--- src/rtl/button_flag_array.sv ---
// button_flag_array: per-channel synchronized, debounced buttons with press/release,
// long-press and auto-repeat one-cycle flags.
module button_flag_array #(
    parameter int N_BTN  = 4,
    parameter int DB_W   = 6,
    parameter int LONG_W = 12,
    parameter int RPT_W  = 10
) (
    input  logic             clk_d,
    input  logic             rst,
    input  logic [N_BTN-1:0] bt,
    input  logic [N_BTN-1:0] rpt_en,
    output logic [N_BTN-1:0] level,
    output logic [N_BTN-1:0] press_flag,
    output logic [N_BTN-1:0] release_flag,
    output logic [N_BTN-1:0] long_flag,
    output logic [N_BTN-1:0] rpt_flag,
    output logic             any_press
);
    localparam logic [LONG_W-1:0] LONG_PRE = {LONG_W{1'b1}} - LONG_W'(1);

    assign any_press = |press_flag;

    genvar i;
    for (i = 0; i < N_BTN; i++) begin : g_ch
        logic [1:0]        sync;
        logic [DB_W-1:0]   db_cnt;
        logic [LONG_W-1:0] hold;
        logic [RPT_W-1:0]  rpt;
        logic              lvl, prs, rel, lng, rep;
        logic              bt_s, diff, flip, fall, held, hold_sat, rpt_run;
        assign bt_s     = sync[1];
        assign diff     = bt_s ^ lvl;
        assign flip     = diff && (db_cnt == '1);
        assign fall     = flip && lvl;
        // held excludes the releasing edge so hold and rpt clear together with the flag
        assign held     = lvl && !fall;
        assign hold_sat = hold == '1;
        assign rpt_run  = held && hold_sat && rpt_en[i];
        always_ff @(posedge clk_d or posedge rst) begin
            if (rst) begin
                sync   <= '0;
                db_cnt <= '0;
                hold   <= '0;
                rpt    <= '0;
                lvl    <= 1'b0;
                prs    <= 1'b0;
                rel    <= 1'b0;
                lng    <= 1'b0;
                rep    <= 1'b0;
            end else begin
                sync   <= {sync[0], bt[i]};
                db_cnt <= (diff && !flip) ? db_cnt + DB_W'(1) : '0;
                lvl    <= lvl ^ flip;
                prs    <= flip && !lvl;
                rel    <= fall;
                hold   <= held ? (hold_sat ? hold : hold + LONG_W'(1)) : '0;
                lng    <= held && (hold == LONG_PRE);
                rpt    <= rpt_run ? rpt + RPT_W'(1) : '0;
                rep    <= rpt_run && (rpt == '1);
            end
        end
        assign level[i]        = lvl;
        assign press_flag[i]   = prs;
        assign release_flag[i] = rel;
        assign long_flag[i]    = lng;
        assign rpt_flag[i]     = rep;
    end
endmodule

--- config.mk ---
export PLATFORM = sky130hd
export DESIGN_NAME = button_flag_array
export DESIGN_NICKNAME = d
export VERILOG_FILES = /design/src/rtl/button_flag_array.sv
export SDC_FILE = /design/constraint.sdc
export NUM_CORES = 1
export LEC_CHECK = 0
export BUFFER_PORTS_ARGS = -buffer_cell sky130_fd_sc_hd__buf_2
export CAP_MARGIN = 20
export CORE_UTILIZATION = 45
export CTS_CLUSTER_SIZE = 25
export DETAILED_ROUTE_END_ITERATION = 7
export HOLD_SLACK_MARGIN = 0.03
export SYNTH_ARGS = -nofsm -noshare
export SYNTH_HDL_FRONTEND = slang
export SYNTH_SLANG_ARGS = --single-unit
--- constraint.sdc ---
create_clock -name clk_d -period 11.7 [get_ports clk_d]
set_input_delay 1.755 -clock clk_d [delete_from_list [all_inputs] [get_ports clk_d]]
set_output_delay 1.755 -clock clk_d [all_outputs]
set_load 0.05 [all_outputs]
## Word-level counts from Yosys, hierarchy flattened

Index checks and enable logic that the tools add are counted.

| storage, ports and cells | value |
|---|---|
| bits in registers | 140 |
| input port bits | 10 |
| logic and storage cells | 141 |

| cells by class | value |
|---|---|
| add/sub/neg operators | 12 |
| eq/ne operators | 20 |
| muxes and demuxes | 16 |
| bitwise logic cells | 8 |
| reductions and logical operators | 49 |

Operators by type and width:

| kind | number |
|---|---|
| == test 12 bit (second input constant) | 8 |
| two-way mux 12 bit | 8 |
| adder 12 x 1 -> 12 bit (second input constant) | 4 |
| adder 10 x 1 -> 10 bit (second input constant) | 4 |
| == test 10 bit (second input constant) | 4 |
| two-way mux 10 bit | 4 |
| logical AND 1 bit | 36 |
| adder 6 x 1 -> 6 bit (second input constant) | 4 |
| == test 6 bit (second input constant) | 4 |
| two-way mux 6 bit | 4 |
| logical NOT 1 bit | 12 |
| != test 2 bit (second input constant) | 4 |
| XOR 1 bit | 8 |
| OR reduction 4 bit | 1 |

## Longest topological paths before layout

Gate-level depths: netlist of run 1.

| logic depth | value |
|---|---|
| word-level depth | 8 |
| mapped depth | 7 |

## Worst setup path before layout of run 1

No wires, ideal clock.

| timing path | value |
|---|---|
| path type | reg-to-output |
| from | register g_ch[1].prs |
| to | output any_press |
| arrival | 1122 ps |
| path slack | 8823 ps |
| stages on the path, launching flop included | 2 |
| buffers on the path | 0 |
| cells stage by stage | dfrtp_1 or4_1 |

| between the ends | value |
|---|---|
| longest elaborated chain between the ends | 1 |

RTL lines:

| element | line | RTL |
|---|---|---|
| from (decl) | 30 | `logic lvl, prs, rel, lng, rep;` |
| from (signal assigned) | 55 | `prs <= flip && !lvl;` |
| OR reduction 4 bit | 22 | `assign any_press = \|press_flag;` |
| to (decl) | 18 | `output logic any_press` |

No other way between the ends.

## Worst setup path after layout of run 1

Ends and elaborated chain as after synthesis.

==> impl_metrics.tcl, run 1 <==
set metrics [dict create \
    status "completed" \
    viasPerCell 5.28 \
    grt_max_degree 76 \
    ctsLongestPathBuffers 2 \
    cp.required_ns 9.95 \
    cts.repair.resized 0 \
    use_met3_pct 5.03 \
    timing.hold.worst.class "reg -> reg" \
    dp_slack_ns 8.44 \
    finalCriticalPeriod_ns 3.25 \
    pwr-share-clk_pct 50.2 \
    synthesis.nets 671 \
    ant_nets 0 \
    reg2reg_to "g_ch[3].rep" \
    routed_wl_um 11700 \
    cts_tree "built" \
    route.detailed.drc 0 \
    ys_ff_latch 140 \
    post_synth_fa_ha_maj_area_fraction_pct 3.01 \
    synth_top_flop_cell "dfrtp_1" \
    syn_area_um2 6640 \
    p_int_mw 0.821 \
    setup_tns_ns 0 \
    tightest_slew_ns 0.913 \
    dieWidth_um 123 \
    synthTopCellsByCount "140 x dfrtp_1, 96 x nor2_1, 38 x nand2_1, 38 x xnor2_1, 37 x nand3_1" \
    p_leak_nw 3.08 \
    num_vias 4538 \
    hold_start "g_ch[1].sync[0]" \
    final_max_slew_viol_count 0 \
    yosys.area_share.xor_xnor_pct 8.05 \
    core_area_um2 14500 \
    syn_inst 645 \
    synthMostInstantiatedCell "dfrtp_1" \
    finalSetupViolCount 0 \
    critPathLaunchType "flop" \
    path_max_fanout 2 \
    synth.area.mux_share_pct 1.13 \
    synth-simple-area-share_pct 23.7 \
    ios 31 \
    synth_top_family_by_area "simple AND/OR/NAND/NOR gates" \
    r2r_cells 5 \
    antenna_found_initial 0 \
    rsz0062_at_grt "no" \
    synth.top_cells.by_area "dfrtp_1 53%, nor2_1 5.4%, xnor2_1 5.0%, xor2_1 3.0%, ha_1 3.0%" \
    ys_async_sr_fraction_pct 100 \
    p_sw_share_pct 19.9 \
    max-vdd-ir-drop_mv 0.107 \
    crit_arrival_ns 1.49 \
    cts_hold_buffers 0 \
    met1_usage_pct 22.4 \
    grt_use_met2_pct 27.6 \
    syn_area_per_cell_um2 10.3 \
    clock_skew_ns 0.00876 \
    clock_sinks 140 \
    area_growth_pct 11.3 \
    numCtsBuffers 17 \
    power.density_nw_per_um2 139 \
    cts_setup_buffers 0 \
    ys_seq_area_share_pct 52.8 \
    path_class "reg -> out" \
    grt.overflow.total 0 \
    drive_above_1_share_pct 13.5 \
    r2r_slack_ns 9.40 \
    yosysTopAreaCell "dfrtp_1" \
    synth_compound_area_share_pct 6.76 \
    synth_top_area_share_pct 52.8 \
    groute.usage.overall_pct 17.2 \
    p_seq_share_pct 48.1 \
    synth_warnings 0 \
    startpoint "g_ch[1].prs" \
    period_share_pct 27.7 \
    cts.htree.levels 4 \
    post_drt_wl_per_cell_um 13.6 \
    fin_nets 690 \
    die_area_um2 15200 \
    busiest_layer "met2" \
    path_clk_slew_ns 0.06 \
    start_util_pct 45.9 \
    slew_headroom_pct 38.8 \
    dp_hpwl_um 7960 \
    worstHoldPathCells 0 \
    dr.pass1.iters 4 \
    instances_no_fill 859 \
    p_comb_share_pct 1.8 \
    antenna_cells 0 \
    port-buffer-count 30 \
    grt_pass1_wl_um 20400 \
    p_sw_mw 0.205 \
    drt-initial-drc-count 273 \
    place.gp.congestion 0.813 \
    clock.fmax_mhz 308 \
    dpl.cell_count 829 \
    insertion_delay_ns 0.41 \
    rows 44 \
    cp_slowest_stage_delay_ns 0.50 \
    path_cells "or4_1, buf_2" \
    hold_violations 0 \
    grt_pass1_vias 4478 \
    chipHeight_um 123 \
    fillCellCount 1311 \
    end_kind "output port" \
    endpoint "any_press" \
    synth_edf_count 0 \
    critPathSlowestCell "or4_1" \
    setup_ws_ns 8.45 \
    worstReg2RegStart "g_ch[3].hold[1]" \
    synth_cell_types 53 \
    root_buffer "clkbuf_16" \
    drv_cap 0 \
]
==> kinds of logic after synthesis <==
| family | Yosys count |
|---|---|
| compound gates | 70 |
| fa+ha+maj | 16 |
| flops | 140 |
| buf+inv | 54 |
| mux | 7 |
| simple gates | 297 |
| xor+xnor | 61 |
==> per-layer routing <==
metal	wire length, um	up-vias
met5	0	-
met4	61	0
met3	342	4
met2	5560	51
met1	5730	2202
li1	-	2281
==> stage by stage <==
stage	instance area, um^2	total power, mW	hold slack (ns)	utilization, %
finish	7390	1.03	0.346	51.0
global route	7390	1.06	0.351	51.0
CTS	7390	1.04	0.350	51.0
detailed placement	6820	0.521	0.336	47.1
global placement	6820	0.520	0.334	47.1
floorplan	6640	0.514	0.331	-
==> worst min-delay path by stage <==
stage,endpoint,slack [ns]
after global routing,g_ch[1].sync[1],0.35
after CTS,g_ch[1].sync[1],0.35
after global placement,g_ch[0].sync[1],0.33
after detailed placement,g_ch[2].sync[1],0.34
final,g_ch[1].sync[1],0.35
after floorplan,g_ch[0].sync[1],0.33
==> worst max-delay path, delay by kind of cell (launching register included) <==
kind	cells	cell delay, ns
AND/OR/NAND/NOR	1	0.50
buffers and inverters	1	0.22
flip-flops	1	0.37
==> registers in the layout, summed over array words and instances (netlist names), named ones only <==
name         count
g_ch.lng         4
g_ch.sync        8
g_ch.prs         4
g_ch.db_cnt     24
g_ch.hold       48
g_ch.rep         4
g_ch.rel         4
g_ch.rpt        40
==> layout make-up <==
type / instances / area, um^2 / share of cell area (%)
tap: 184 / 230 / 3.12
sequential: 140 / 3500 / 47.4
clock inverter: 7 / 90.1 / 1.22
timing repair buffer: 32 / 165 / 2.24
inverter: 22 / 87.6 / 1.19
multi-input combinational: 451 / 2840 / 38.4
clock buffer: 23 / 478 / 6.47
==> layout by cell type, fill, tap and decap left out, types with 6 or more instances in the layout <==
cell type / n
a211oi_1: 6
a21oi_1: 23
a31oi_1: 6
and2_1: 7
and3_1: 11
and4_1: 6
buf_2: 30
clkbuf_16: 17
dfrtp_1: 140
ha_1: 16
inv_1: 21
nand2_1: 38
nand3_1: 37
nand4_1: 25
nor2_1: 96
nor2_2: 9
nor3_1: 20
nor3b_1: 9
o21ai_0: 10
o31ai_1: 7
or3_1: 7
or4_1: 9
xnor2_1: 38
xor2_1: 23
==> power by group through the flow <==
stage          sequential, mW  clock, mW  combinational [mW]
3_5_place_dp            0.502          0              0.0190
2_1_floorplan           0.501          0              0.0130
3_3_place_gp            0.501          0              0.0187
6_report                0.493      0.515              0.0180
4_1_cts                 0.493      0.531              0.0192
5_1_grt                 0.494      0.549              0.0220
Power figures use the tool's default switching activity.
==> run 2, diff against run 1 <==
- clock period: 11.7 -> 3.3 ns (I/O delays scaled with it)
==> run 2 against run 1 <==
Against the previous run:
- wire length is 3.1% lower
- sequential power grew to 3.5 times the previous value
- global-route usage is 0.65 points lower
- core utilization is 0.98 points higher
- die area stayed put
- clock power grew to 3.9 times the previous value
- first-iteration DRC count is 25% lower
- sequential share of layout area is 0.89 points lower
- cell area is 1.9% higher
- non-clock buffer count is 7 higher
- largest cell class unchanged
==> impl_metrics.tcl, run 2 (synthesis gave the netlist of run 1 again) <==
set metrics [dict create \
    root_buffer "clkbuf_16" \
    path_cells "ha_1, nand3_1, nor4_4, nand3_2, nor3_2" \
    post_drt_wl_per_cell_um 13.1 \
    min_to "g_ch[3].sync[0]" \
    antenna_cells 0 \
    max-vdd-ir-drop_mv 0.371 \
    groute.usage.overall_pct 16.6 \
    final_cell_mix "140 x dfrtp_1, 96 x nor2_1, 38 x xnor2_1, 38 x nand2_1, 37 x nand3_1" \
    ant_nets 0 \
    clock.fmax_mhz 473 \
    viasPerCell 5.26 \
    timing.hold.worst.class "in -> reg" \
    r2r_slack_ns 1.19 \
    final_max_slew_viol_count 0 \
    port-buffer-count 30 \
    grt_pass1_vias 4350 \
    hold_start "bt[3]" \
    setup_ws_ns 1.19 \
    worstReg2RegStart "g_ch[3].hold[1]" \
    route.detailed.drc 0 \
    dp_slack_ns 1.15 \
    dieWidth_um 123 \
    hold_violations 0 \
    grt_pass1_wl_um 19800 \
    cts_tree "built" \
    reg_top3 "g_ch.hold (48), g_ch.rpt (40), g_ch.db_cnt (24)" \
    cts.htree.levels 4 \
    place.gp.congestion 0.810 \
    period_share_pct 64.1 \
    status "completed" \
    power.density_nw_per_um2 511 \
    insertion_delay_ns 0.42 \
    rows 44 \
    finalSetupViolCount 0 \
    ios 31 \
    end_kind "flop" \
    drt-initial-drc-count 206 \
    rsz0062_at_grt "no" \
    path_class "reg -> reg" \
    worstHoldPathCells 1 \
    fillCellCount 1269 \
    ctsLongestPathBuffers 2 \
    num_vias 4569 \
    r2r_cells 5 \
    largest_reg_flops 48 \
    chipHeight_um 123 \
    top_register "g_ch.hold" \
    clock_skew_ns 0.00673 \
    clock_sinks 140 \
    dp_hpwl_um 7730 \
    cp_slowest_stage_delay_ns 0.60 \
    area_growth_pct 13.4 \
    dr.pass1.iters 4 \
    path_max_fanout 13 \
    mostFrequentLayoutCell "dfrtp_1" \
    cp.required_ns 3.64 \
    grt.overflow.total 0 \
    critPathLaunchType "flop" \
    tightest_slew_ns 0.915 \
    grt_max_degree 48 \
    drive_above_1_share_pct 14.6 \
    fin_nets 697 \
    start_util_pct 45.9 \
    antenna_found_initial 0 \
    critPathSlowestCell "nor4_4" \
    finalCriticalPeriod_ns 2.11 \
    numCtsBuffers 17 \
    p_leak_nw 3.16 \
    crit_arrival_ns 2.45 \
    slew_headroom_pct 38.6 \
    reg2reg_to "g_ch[3].rep" \
    path_clk_slew_ns 0.06 \
    whs_ns 0.186 \
    routed_wl_um 11300 \
    drv_cap 0 \
    die_area_um2 15200 \
    core_area_um2 14500 \
    setup_tns_ns 0 \
]
## run 2: repair_timing
| action | CTS | global route |
|---|---|---|
| hold buffers | 0 | 1 |
| hold endpoints to repair | 0 | 7 |
| setup buffers | 0 | 0 |
| gates resized for setup | 0 | 0 |
## run 2: power by group
group          internal (mW)  switching [mW]  total [mW]
registers               1.73          0.0138        1.75
logic                 0.0258          0.0487      0.0745
clock network           1.32           0.704        2.03
## run 2: layout make-up
type                       count  area, um^2  area share [%]
tap                          184         230            3.06
inverter                      22        86.3            1.15
timing repair buffer          39         245            3.26
sequential                   140        3500            46.5
clock buffer                  21         470            6.25
multi-input combinational    451        2830            37.6
clock inverter                11         165            2.19
## run 2: worst max path at each step
stage,start,to
after floorplan,rst,asynchronous set/reset pin
after global placement,g_ch[1].db_cnt[0],g_ch[1].hold[2]
after detailed placement,g_ch[1].db_cnt[0],g_ch[1].hold[2]
after CTS,g_ch[1].db_cnt[0],g_ch[1].hold[2]
after global routing,g_ch[3].hold[1],g_ch[3].rep
final,g_ch[3].hold[1],g_ch[3].rep
## run 2: per-stage QoR
stage          std cells  total power [mW]  cell area, um^2  utilization (%)
2_1_floorplan        645              1.82             6640                -
3_3_place_gp         834              1.85             6870             47.4
3_5_place_dp         834              1.85             6870             47.4
4_1_cts              866              3.90             7500             51.8
5_1_grt              868              3.99             7530             52.0
6_report             868              3.85             7530             52.0
## run 2: metal layers
layer	wire length, um	track usage (%)	vias to the layer above
met5	0	0	-
met4	135	5.87	0
met3	368	5.21	11
met2	5130	25.6	53
met1	5700	22.0	2203
li1	-	-	2302
## run 2: critical path, delay by kind of cell, from the launching register on
kind | cells | cell delay [ns]
fa+ha+maj | 1 | 0.26
flops | 1 | 0.45
simple gates | 4 | 1.31
==> run 3, diff against run 2 <==
- ABC_AREA: default -> 1
- clock period: 3.3 -> 1.8 ns (I/O delays scaled with it)
==> run 3 against run 2 <==
Against the previous run:
- worst hold slack lost 0.078 ns
- core utilization grew 1.2 points
- combinational power grew 97%
- die area grew 3.8%
- register-to-register slack lost 1.0 ns
- critical path depth shrank 3
- clock skew grew 0.0014 ns
- final cell count grew 16%
==> impl_metrics.tcl, run 3 <==
set metrics [dict create \
    chipHeight_um 126 \
    worstHoldPathCells 3 \
    area_growth_pct 13.9 \
    final_cell_mix "140 x dfrtp_1, 135 x nand2_1, 117 x nor2_1" \
    synth_cell_types 37 \
    cp_slowest_stage_delay_ns 0.52 \
    r2r_slack_ns 0.16 \
    path_class "reg -> out" \
    fin_nets 842 \
    period_share_pct 98.8 \
    drive_above_1_share_pct 16.3 \
    grt_use_met2_pct 28.2 \
    insertion_delay_ns 0.41 \
    met1_usage_pct 21.8 \
    path_clk_slew_ns 0.06 \
    viasPerCell 4.92 \
    busiest_layer "met2" \
    finalCriticalPeriod_ns 1.78 \
    dpl.cell_count 975 \
    slew_headroom_pct 58.0 \
    min_to "g_ch[0].rpt[9]" \
    hold_violations 0 \
    grt_pass1_vias 4925 \
    reg2reg_to "g_ch[2].rpt[4]" \
    path_max_fanout 2 \
    cts_tree "built" \
    clock_sinks 140 \
    numCtsBuffers 17 \
    end_kind "output port" \
    power.density_nw_per_um2 876 \
    antenna_found_initial 0 \
    routed_wl_um 12200 \
    final_area_um2 7860 \
    max-vdd-ir-drop_mv 0.825 \
    ios 31 \
    clock.fmax_mhz 563 \
    ys_seq_area_share_pct 50.8 \
    critPathSlowestCell "or4_4" \
    path_cells "or4_4, buf_6" \
    report.power.total_mw 6.89 \
    top_register "g_ch.hold" \
    p_leak_nw 3.50 \
    drt-initial-drc-count 319 \
    grt.overflow.total 0 \
    root_buffer "clkbuf_16" \
    mostFrequentLayoutCell "dfrtp_1" \
    core_area_um2 14800 \
    syn_inst 778 \
    cp.required_ns 1.53 \
    synth_edf_count 0 \
    placed_cell_area_um2 7180 \
    ys_async_sr_fraction_pct 100 \
    whs_ns 0.109 \
    antenna_cells 0 \
    finalSetupViolCount 0 \
    critPathLaunchType "flop" \
    yosysTopAreaCell "dfrtp_1" \
    fillCellCount 1380 \
    rsz0062_at_grt "yes" \
    use_met3_pct 4.89 \
    synthMostInstantiatedCell "dfrtp_1" \
    grt_pass1_wl_um 21900 \
    clock_skew_ns 0.00816 \
    groute.usage.overall_pct 17.2 \
    num_vias 4975 \
    r2r_cells 9 \
    dp_hpwl_um 8690 \
    synthTopCellsByCount "140 x dfrtp_1, 137 x nand2_1, 118 x nor2_1, 75 x inv_1, 57 x nand3_1" \
    multiInputGateArea_um2 2910 \
    hold_start "rpt_en[0]" \
    synth_warnings 0 \
    port-buffer-count 30 \
    reg_top3 "g_ch.hold (48), g_ch.rpt (40), g_ch.db_cnt (24)" \
    path_delay_family "simple AND/OR/NAND/NOR gates" \
    ant_nets 0 \
    die_area_um2 15800 \
    dr.pass1.iters 4 \
    synthesis.nets 804 \
    crit_arrival_ns 1.51 \
    instances_no_fill 1011 \
    regArea_um2 3500 \
    synth_top_flop_cell "dfrtp_1" \
    timing.hold.worst.class "in -> reg" \
    route.detailed.drc 0 \
    start_util_pct 46.7 \
    syn_area_um2 6900 \
    largest_reg_flops 48 \
    status "completed" \
    worstReg2RegStart "g_ch[2].hold[1]" \
    dieWidth_um 126 \
    crit_buf_inv 1 \
    syn_area_per_cell_um2 8.86 \
    final_max_slew_viol_count 0 \
    ctsLongestPathBuffers 2 \
    synth.top_cells.by_area "dfrtp_1 51%, nand2_1 7.5%, nor2_1 6.4%, nand3_1 4.1%, inv_1 4.1%" \
    post_drt_wl_per_cell_um 12.0 \
    place.gp.congestion 0.851 \
    tightest_slew_ns 0.624 \
    drv_cap 0 \
    grt_max_degree 62 \
    rows 44 \
    setup_tns_ns 0 \
    synth_top_area_share_pct 50.8 \
    ys_ff_latch 140 \
    cts.htree.levels 4 \
]
## run 3: cell types whose count changed in the layout (fill, tap and decap cells not counted), moves of 8 or more
cell | before | now
and3_1 | 11 | 0
nor2_2 | 9 | 25
inv_1 | 21 | 74
nor2_1 | 96 | 117
xnor2_1 | 38 | 23
o31ai_1 | 8 | 0
nand2_2 | 0 | 8
nand2_1 | 38 | 135
nand3_1 | 37 | 57
or4_1 | 9 | 0
## run 3: layer usage
layer  part of all wire [%]  vias up
met2                     47       57
met3                    3.4       12
li1                       -     2549
met1                     48     2357
met4                    1.2        0
met5                      0        -
## run 3: kinds of logic (layout without fill, tap and decap cells)
| family | count (synthesis) | in the layout | share of synthesized area, % |
|---|---|---|---|
| AND/OR/NAND/NOR | 412 | 412 | 28.4 |
| AO/OA/AOI/OAI | 54 | 54 | 4.52 |
| XOR/XNOR | 48 | 48 | 6.10 |
| flip-flops | 140 | 140 | 50.8 |
| adder cells (fa/ha/maj) | 16 | 16 | 2.90 |
| buffers and inverters | 108 | 157 | 7.26 |
## run 3: power by group
part | internal, mW | leakage, nW | switching [mW]
logic | 0.0485 | 1.28 | 0.0983
registers | 3.18 | 1.93 | 0.0262
clock network | 2.24 | 0.296 | 1.29
total | 5.47 | 3.50 | 1.42
## run 3: worst max-delay path by stage
stage	startpoint	end	slack [ns]	cells after the start
final	g_ch[0].prs	any_press	0.02	2
after global routing	g_ch[0].prs	any_press	-0.03	2
after CTS	g_ch[0].prs	any_press	-0.01	2
after detailed placement	g_ch[1].hold[0]	g_ch[1].rpt[9]	0.14	9
after global placement	g_ch[1].db_cnt[0]	g_ch[1].rpt[9]	0.20	6
after floorplan	rst	asynchronous set/reset pin	-0.22	1
## run 3: layout make-up
type | instances | share of cell area (%)
clock buffers | 20 | 5.81
multi-input cells | 530 | 37.0
inverters | 84 | 4.16
repair buffers | 43 | 3.71
flip-flops and latches | 140 | 44.6
well taps | 184 | 2.93
clock inverters | 10 | 1.78
## run 3: worst register-to-register path, delay by kind of cell, from the launching register on
family / cells / cell delay (ns)
simple gates: 6 / 0.71
flops: 1 / 0.40
fa+ha+maj: 1 / 0.29
buf+inv: 2 / 0.17
## run 3: what timing repair did
action | in CTS | in global routing
cloned | 0 | 0
hold buffers | 5 | 0
endpoints found under the setup margin | 1 | 29
setup buffers | 0 | 1
pin swaps | 0 | 1
gates resized for setup | 3 | 5
hold endpoints to repair | 18 | 0
## run 3: stage by stage
| stage | util [%] | worst slack [ns] |
|---|---|---|
| finish | 53.3 | 0.0224 |
| global route | 53.3 | -0.0324 |
| CTS | 53.1 | -0.0146 |
| detailed placement | 48.7 | 0.141 |
| global placement | 48.7 | 0.205 |
| floorplan | - | -0.219 |
